===== config.mk =====
export PLATFORM = sky130hd
export DESIGN_NAME = sc_spil_seqbuf
export DESIGN_NICKNAME = d
export VERILOG_FILES = /design/src/rtl/sc_spil_seqbuf.sv
export SDC_FILE = /design/constraint.sdc
export NUM_CORES = 1
export LEC_CHECK = 0
export ABC_AREA = 1
export CAP_MARGIN = 15
export CORE_MARGIN = 8
export CORE_UTILIZATION = 30
export CTS_CLUSTER_DIAMETER = 50
export DETAILED_ROUTE_END_ITERATION = 6
export HOLD_SLACK_MARGIN = 0.15
export PLACE_DENSITY = 0.57
export SLEW_MARGIN = 20
export SYNTH_ARGS = -nofsm -noshare
export SYNTH_HDL_FRONTEND = slang
export SYNTH_SLANG_ARGS = --single-unit

===== constraint.sdc =====
create_clock -name SYSCLK -period 2.8 [get_ports SYSCLK]
set_clock_uncertainty 0.15 [all_clocks]
set_input_delay 0.56 -clock SYSCLK [delete_from_list [all_inputs] [get_ports SYSCLK]]
set_output_delay 0.56 -clock SYSCLK [all_outputs]
set_load 0.03 [all_outputs]

===== src/rtl/sc_spil_seqbuf.sv =====
// TX/RX word FIFOs plus a transfer sequencer feeding the SPI engine one word at a time.
// Single clock domain; every burst drains the TX FIFO into the engine and collects replies into RX.
module sc_spil_seqbuf #(
  parameter int DEPTH = 8,
  parameter int DW    = 32
) (
  input  logic          SYSCLK,
  input  logic          SYSRSTB,
  input  logic          CLR,
  input  logic          GO,
  input  logic          CSHOLDALL,
  input  logic          TXWE,
  input  logic [DW-1:0] TXWD,
  input  logic          RXRE,
  output logic [DW-1:0] RXRD,
  output logic [3:0]    TXDPT,
  output logic [3:0]    RXDPT,
  output logic          TXFULL,
  output logic          RXVALID,
  output logic          TXOVF,
  output logic          RXOVF,
  output logic          RXUNF,
  output logic          BUSY,
  output logic          DONE,
  output logic          ENG_TXSTART,
  output logic          ENG_CSEXTEND,
  output logic [DW-1:0] ENG_TXDATA,
  input  logic [DW-1:0] ENG_RXDATA,
  input  logic          ENG_COMPLETE
);
  localparam int            PW      = (DEPTH > 1) ? $clog2(DEPTH) : 1;
  localparam logic [3:0]    DEPTH_C = 4'(DEPTH);
  localparam logic [PW-1:0] LAST    = PW'(DEPTH - 1);

  typedef enum logic [2:0] {S_IDLE, S_LOAD, S_START, S_WAIT, S_STORE} state_t;
  state_t state, state_nxt;

  logic          tx_pop, rx_push, clr_now;
  logic          tx_full, tx_wr, rx_full, rx_rd, rx_wr;
  logic [4:0]    tx_left;
  logic [PW-1:0] tx_wp, tx_rp, rx_wp, rx_rp;
  logic [3:0]    tx_cnt, rx_cnt;
  logic [DW-1:0] tx_mem [DEPTH];
  logic [DW-1:0] rx_mem [DEPTH];
  logic [DW-1:0] rx_cap;

  function automatic logic [PW-1:0] ptr_inc(input logic [PW-1:0] p);
    return (p == LAST) ? '0 : p + 1'b1;
  endfunction

  // ---------------- sequencer ----------------
  always_ff @(posedge SYSCLK or negedge SYSRSTB) begin
    if (!SYSRSTB) state <= S_IDLE;
    else          state <= state_nxt;
  end

  always_comb begin
    state_nxt = state;
    case (state)
      S_IDLE:  if (GO && !CLR && tx_cnt != 4'd0) state_nxt = S_LOAD;
      S_LOAD:  state_nxt = S_START;
      S_START: state_nxt = S_WAIT;
      S_WAIT:  if (ENG_COMPLETE) state_nxt = S_STORE;
      S_STORE: state_nxt = (tx_cnt != 4'd0) ? S_LOAD : S_IDLE;
      default: state_nxt = S_IDLE;
    endcase
  end

  always_comb begin
    tx_pop      = (state == S_LOAD);
    ENG_TXSTART = (state == S_START);
    rx_push     = (state == S_STORE);
    DONE        = (state == S_STORE) && (tx_cnt == 4'd0);
    BUSY        = (state != S_IDLE);
    clr_now     = (state == S_IDLE) && CLR;
  end

  // ---------------- TX FIFO ----------------
  assign tx_full = (tx_cnt == DEPTH_C);
  // a pop in the same cycle frees the slot, so a write on full still lands
  assign tx_wr   = TXWE && !clr_now && (!tx_full || tx_pop);
  assign tx_left = 5'(tx_cnt) + 5'(tx_wr) - 5'd1;

  always_ff @(posedge SYSCLK or negedge SYSRSTB) begin
    if (!SYSRSTB) begin
      tx_wp  <= '0;
      tx_rp  <= '0;
      tx_cnt <= '0;
      TXOVF  <= 1'b0;
      for (int i = 0; i < DEPTH; i++) tx_mem[i] <= '0;
    end else if (clr_now) begin
      tx_wp  <= '0;
      tx_rp  <= '0;
      tx_cnt <= '0;
      TXOVF  <= 1'b0;
    end else begin
      if (tx_wr) begin
        tx_mem[tx_wp] <= TXWD;
        tx_wp         <= ptr_inc(tx_wp);
      end
      if (tx_pop) tx_rp <= ptr_inc(tx_rp);
      tx_cnt <= tx_cnt + 4'(tx_wr) - 4'(tx_pop);
      if (TXWE && tx_full && !tx_pop) TXOVF <= 1'b1;
    end
  end

  // ---------------- engine side ----------------
  always_ff @(posedge SYSCLK or negedge SYSRSTB) begin
    if (!SYSRSTB) begin
      ENG_TXDATA   <= '0;
      ENG_CSEXTEND <= 1'b0;
      rx_cap       <= '0;
    end else begin
      if (tx_pop) begin
        ENG_TXDATA   <= tx_mem[tx_rp];
        ENG_CSEXTEND <= CSHOLDALL && (tx_left != 5'd0);
      end
      if (state == S_WAIT && ENG_COMPLETE) rx_cap <= ENG_RXDATA;
      if (DONE) ENG_CSEXTEND <= 1'b0;
    end
  end

  // ---------------- RX FIFO ----------------
  assign rx_full = (rx_cnt == DEPTH_C);
  assign rx_rd   = RXRE && !clr_now && (rx_cnt != 4'd0);
  assign rx_wr   = rx_push && (!rx_full || rx_rd);

  always_ff @(posedge SYSCLK or negedge SYSRSTB) begin
    if (!SYSRSTB) begin
      rx_wp  <= '0;
      rx_rp  <= '0;
      rx_cnt <= '0;
      RXOVF  <= 1'b0;
      RXUNF  <= 1'b0;
      for (int i = 0; i < DEPTH; i++) rx_mem[i] <= '0;
    end else if (clr_now) begin
      rx_wp  <= '0;
      rx_rp  <= '0;
      rx_cnt <= '0;
      RXOVF  <= 1'b0;
      RXUNF  <= 1'b0;
    end else begin
      if (rx_wr) begin
        rx_mem[rx_wp] <= rx_cap;
        rx_wp         <= ptr_inc(rx_wp);
      end
      if (rx_rd) rx_rp <= ptr_inc(rx_rp);
      rx_cnt <= rx_cnt + 4'(rx_wr) - 4'(rx_rd);
      if (rx_push && rx_full && !rx_rd) RXOVF <= 1'b1;
      if (RXRE && rx_cnt == 4'd0)       RXUNF <= 1'b1;
    end
  end

  assign RXRD    = rx_mem[rx_rp];
  assign TXDPT   = tx_cnt;
  assign RXDPT   = rx_cnt;
  assign TXFULL  = tx_full;
  assign RXVALID = (rx_cnt != 4'd0);
endmodule


==> metrics.md <==
| Metric | Value |
|---|---|
| Post-route setup TNS | -4.48 ns |
| Synthesized net count | 3919 |
| Post-layout nets | 3980 |
| DR WL/cell | 19.8 um |
| RSZ-0062 raised after global routing | true |
| Clock power share | 27.2% |
| Cell variety after synth | 27 |
| Worst Path Required | 2.09 ns |
| Ports | 153 |
| Die height | 328 um |
| Final Setup Violations | 32 |
| CORE AREA | 96700 um^2 |
| Mean Syn Cell Area | 7.66 um^2 |
| Crit path time final | 3.01 ns |
| Fmax | 0.332 GHz |
| Total clock sinks | 603 |
| Register area share after synthesis | 51.6% |
| Die W | 328 um |
| Cell Int Power | 25900 uW |
| Final slew viol count | 0 |
| Post-route clock period utilization | 107% |
| Initial antenna violation count | 6 |
| Ys Warns | 0 |
| Global-route wire length before repair | 160000 um |
| P_leak | 0.0186 uW |
| Failing checks | setup timing |
| Clk Latency, worst-skew pair | 0.66 ns |
| Finished layout cell area | 37200 um^2 |
| Number of flops mapped to enable cells by yosys | 0 |
| Worst slack, placed | -0.0568 ns |
| FF-to-FF path depth | 13 |
| Yosys reg bits | 603 |
| Critical path, cell by cell | clkinv_8 > buf_16 > clkbuf_16 > o21ai_2 > o21ai_1 > nand2_1 > nand2_2 > buf_6 |
| HPWL Detailed | 57500 um |
| Slowest CP cell | dfrtp_4 |
| Gpl congestion | 0.794 |
| Largest net degree at the start of global routing | 129 |
| Total die area | 108000 um^2 |
| CTS buffer count | 91 |
| Synthesized instance count | 3822 |
| Max-Cap Viols | 0 |
| CTS tree | done |
| Slew @ Worst Pin | 0.688 ns |
| Initial core utilization | 30.3% |
| H-tree levels | 3 |
| Critical path endpoint category | output port |
| Fin worst setup slack | -0.208 ns |
| Rel. slew slack | 54.1% |
| Sw Pwr | 18400 uW |
| Final routed DRC violation total | 0 |
| Switching part of the total | 41.6% |
| Area Overhead vs Synth | 27.0% |
| Site Rows | 114 |
| Pre-antenna DRT Iters | 6 |
| Vias in the first global route | 26200 |
| Final wirelength | 104000 um |
| GRT Overall Usage | 18.6% |
| Critical path arrival | 2.30 ns |
| Clock Path Buffers | 3 |
| Outcome | complete, but fails checks |
| FILL cells | 9856 |
| Crit path max fanout | 7 |
| Flop pwr share | 31.0% |
| Final core utilization | 38.4% |
| CP Launch Type | flip-flop |
| Power Total | 44300 uW |
| Reg clk slew, reported paths | 0.05 ns |
| Async S/R FF share, synth | 100% |
| Power density over cell area | 1190 nW/um^2 |
| Post-Syn Area | 29300 um^2 |
| Share of cells above drive strength 1 | 13.9% |
| Placed inst area | 32400 um^2 |
| Critical path type | flip-flop to output port |
| Avg Vias per Cell | 5.14 |
| Worst Hold Class | input port to asynchronous set/reset pin |
| Post-route ant nets | 0 |
| Comb power frac | 41.9% |
| Violation count after the first detailed-route iteration | 2754 |
| Gr ovfl total | 0 |
| Top FF cell, synth | dfrtp_1 |
| Final Hold Fails | 0 |
| Slowest stage delay, CP | 0.56 ns |
| VDD IR-drop max | 688 uV |
| Root Driver | clkbuf_16 |
| Vias | 26900 |
| Port Buffers | 152 |
-- final timing paths --
path                         endpoint  slack, ns            from
min reg2reg                tx_mem[10]       0.31      tx_mem[10]
max reg2reg                  RXDPT[2]       0.13        state[2]
min in group SYSCLK        rx_cap[11]       0.30  ENG_RXDATA[11]
min                          RXDPT[1]       0.24         SYSRSTB
max                           RXRD[1]      -0.21        rx_rp[0]
max in group asynchronous  tx_mem[68]       1.22         SYSRSTB
-- cell type report --
class / count / area [um^2] / share of cell area [%]
tap: 1276 / 1600 / 4.30
timing repair buffer: 328 / 3820 / 10.3
clock buffer: 121 / 2540 / 6.84
clock inverter: 51 / 686 / 1.85
sequential: 603 / 15100 / 40.7
inverter: 74 / 294 / 0.791
multi-input combinational: 2785 / 13100 / 35.3
antenna: 3 / 7.51 / 0.0202
-- worst max-delay path, delay by kind of cell (launching register included) --
family,cells,cell delay (ns)
simple gates,2,0.17
flops,1,0.56
buf+inv,4,0.68
compound gates,2,0.20
-- registers in the layout, summed over array words and instances (netlist names) --
register / flops
rx_mem: 256
tx_mem: 256
ENG_TXDATA: 32
rx_cap: 32
RXDPT: 4
TXDPT: 4
rx_rp: 3
rx_wp: 3
state: 3
tx_rp: 3
tx_wp: 3
ENG_CSEXTEND: 1
RXOVF: 1
RXUNF: 1
TXOVF: 1
-- power groups by stage --
stage / logic, uW / clock network [uW] / registers [uW]
3_3_place_gp: 15700 / 0 / 13700
4_1_cts: 17600 / 12300 / 13600
6_report: 18500 / 12000 / 13700
5_1_grt: 20300 / 12600 / 14000
2_1_floorplan: 10200 / 0 / 13200
3_5_place_dp: 15900 / 0 / 13700
-- stage by stage --
step | hold WS, ns | instances
finish | 0.238 | 5241
global route | 0.243 | 5238
CTS | 0.212 | 5224
detailed placement | 0.303 | 5026
global placement | 0.297 | 5026
floorplan | 0.114 | 3822
-- cell usage in the layout (no fill, tap or decap), types with 32 or more instances in the layout --
| cell | count |
|---|---|
| buf_6 | 39 |
| nand4_1 | 257 |
| dfrtp_1 | 595 |
| inv_1 | 61 |
| o21ai_1 | 84 |
| o21ai_2 | 36 |
| nand2_1 | 1337 |
| o211ai_1 | 32 |
| clkbuf_16 | 101 |
| clkdlybuf4s50_1 | 115 |
| nand3_1 | 374 |
| nor2_1 | 328 |
| buf_4 | 109 |
| o21ai_0 | 175 |
| nor2_2 | 48 |
| buf_12 | 33 |
-- cell usage after synthesis, types with 2 or more instances --
cell type  instances  share of area (%)
nand4_1          257                5.5
buf_4             13               0.33
inv_2              5              0.064
clkbuf_2          32               0.55
a21oi_1            6               0.10
a31oi_1            3              0.064
buf_2             69                1.2
clkbuf_1         222                2.8
nand3_1          375                6.4
nor2_1           406                5.2
buf_1             24               0.31
dfrtp_1          603                 52
o211ai_1          32               0.82
o21ai_0          300                5.1
fa_1               2               0.14
nor3_1            10               0.17
nand2_1         1363                 17
ha_1              23               0.98
inv_1             69               0.89
-- what timing repair did --
action                                  4_1_cts  5_1_grt
endpoints found under the setup margin       36       36
hold buffers                                  1        0
buffers inserted                             13        4
cloned                                       12       11
pin swaps                                    24       62
gates resized for setup                     226      157
endpoints found under the hold margin       389        0
-- layer usage --
layer / track usage, % / share of wire [%]
met1: 25.8 / 45
met2: 29.0 / 46
met3: 3.59 / 6.7
met4: 5.97 / 2.8
met5: 0 / 0.026
-- cells by family (layout without fill, tap and decap cells) --
| family | Yosys count | in the layout | synth area share, % |
|---|---|---|---|
| buf+inv | 434 | 574 | 6.17 |
| xor+xnor | 2 | 2 | 0.0599 |
| other cells | 0 | 3 | 0 |
| fa+ha+maj | 25 | 25 | 1.12 |
| flops | 603 | 603 | 51.6 |
| compound gates | 341 | 341 | 6.12 |
| simple gates | 2417 | 2417 | 35.0 |
No activity file was read; power rests on OpenSTA's default activity.
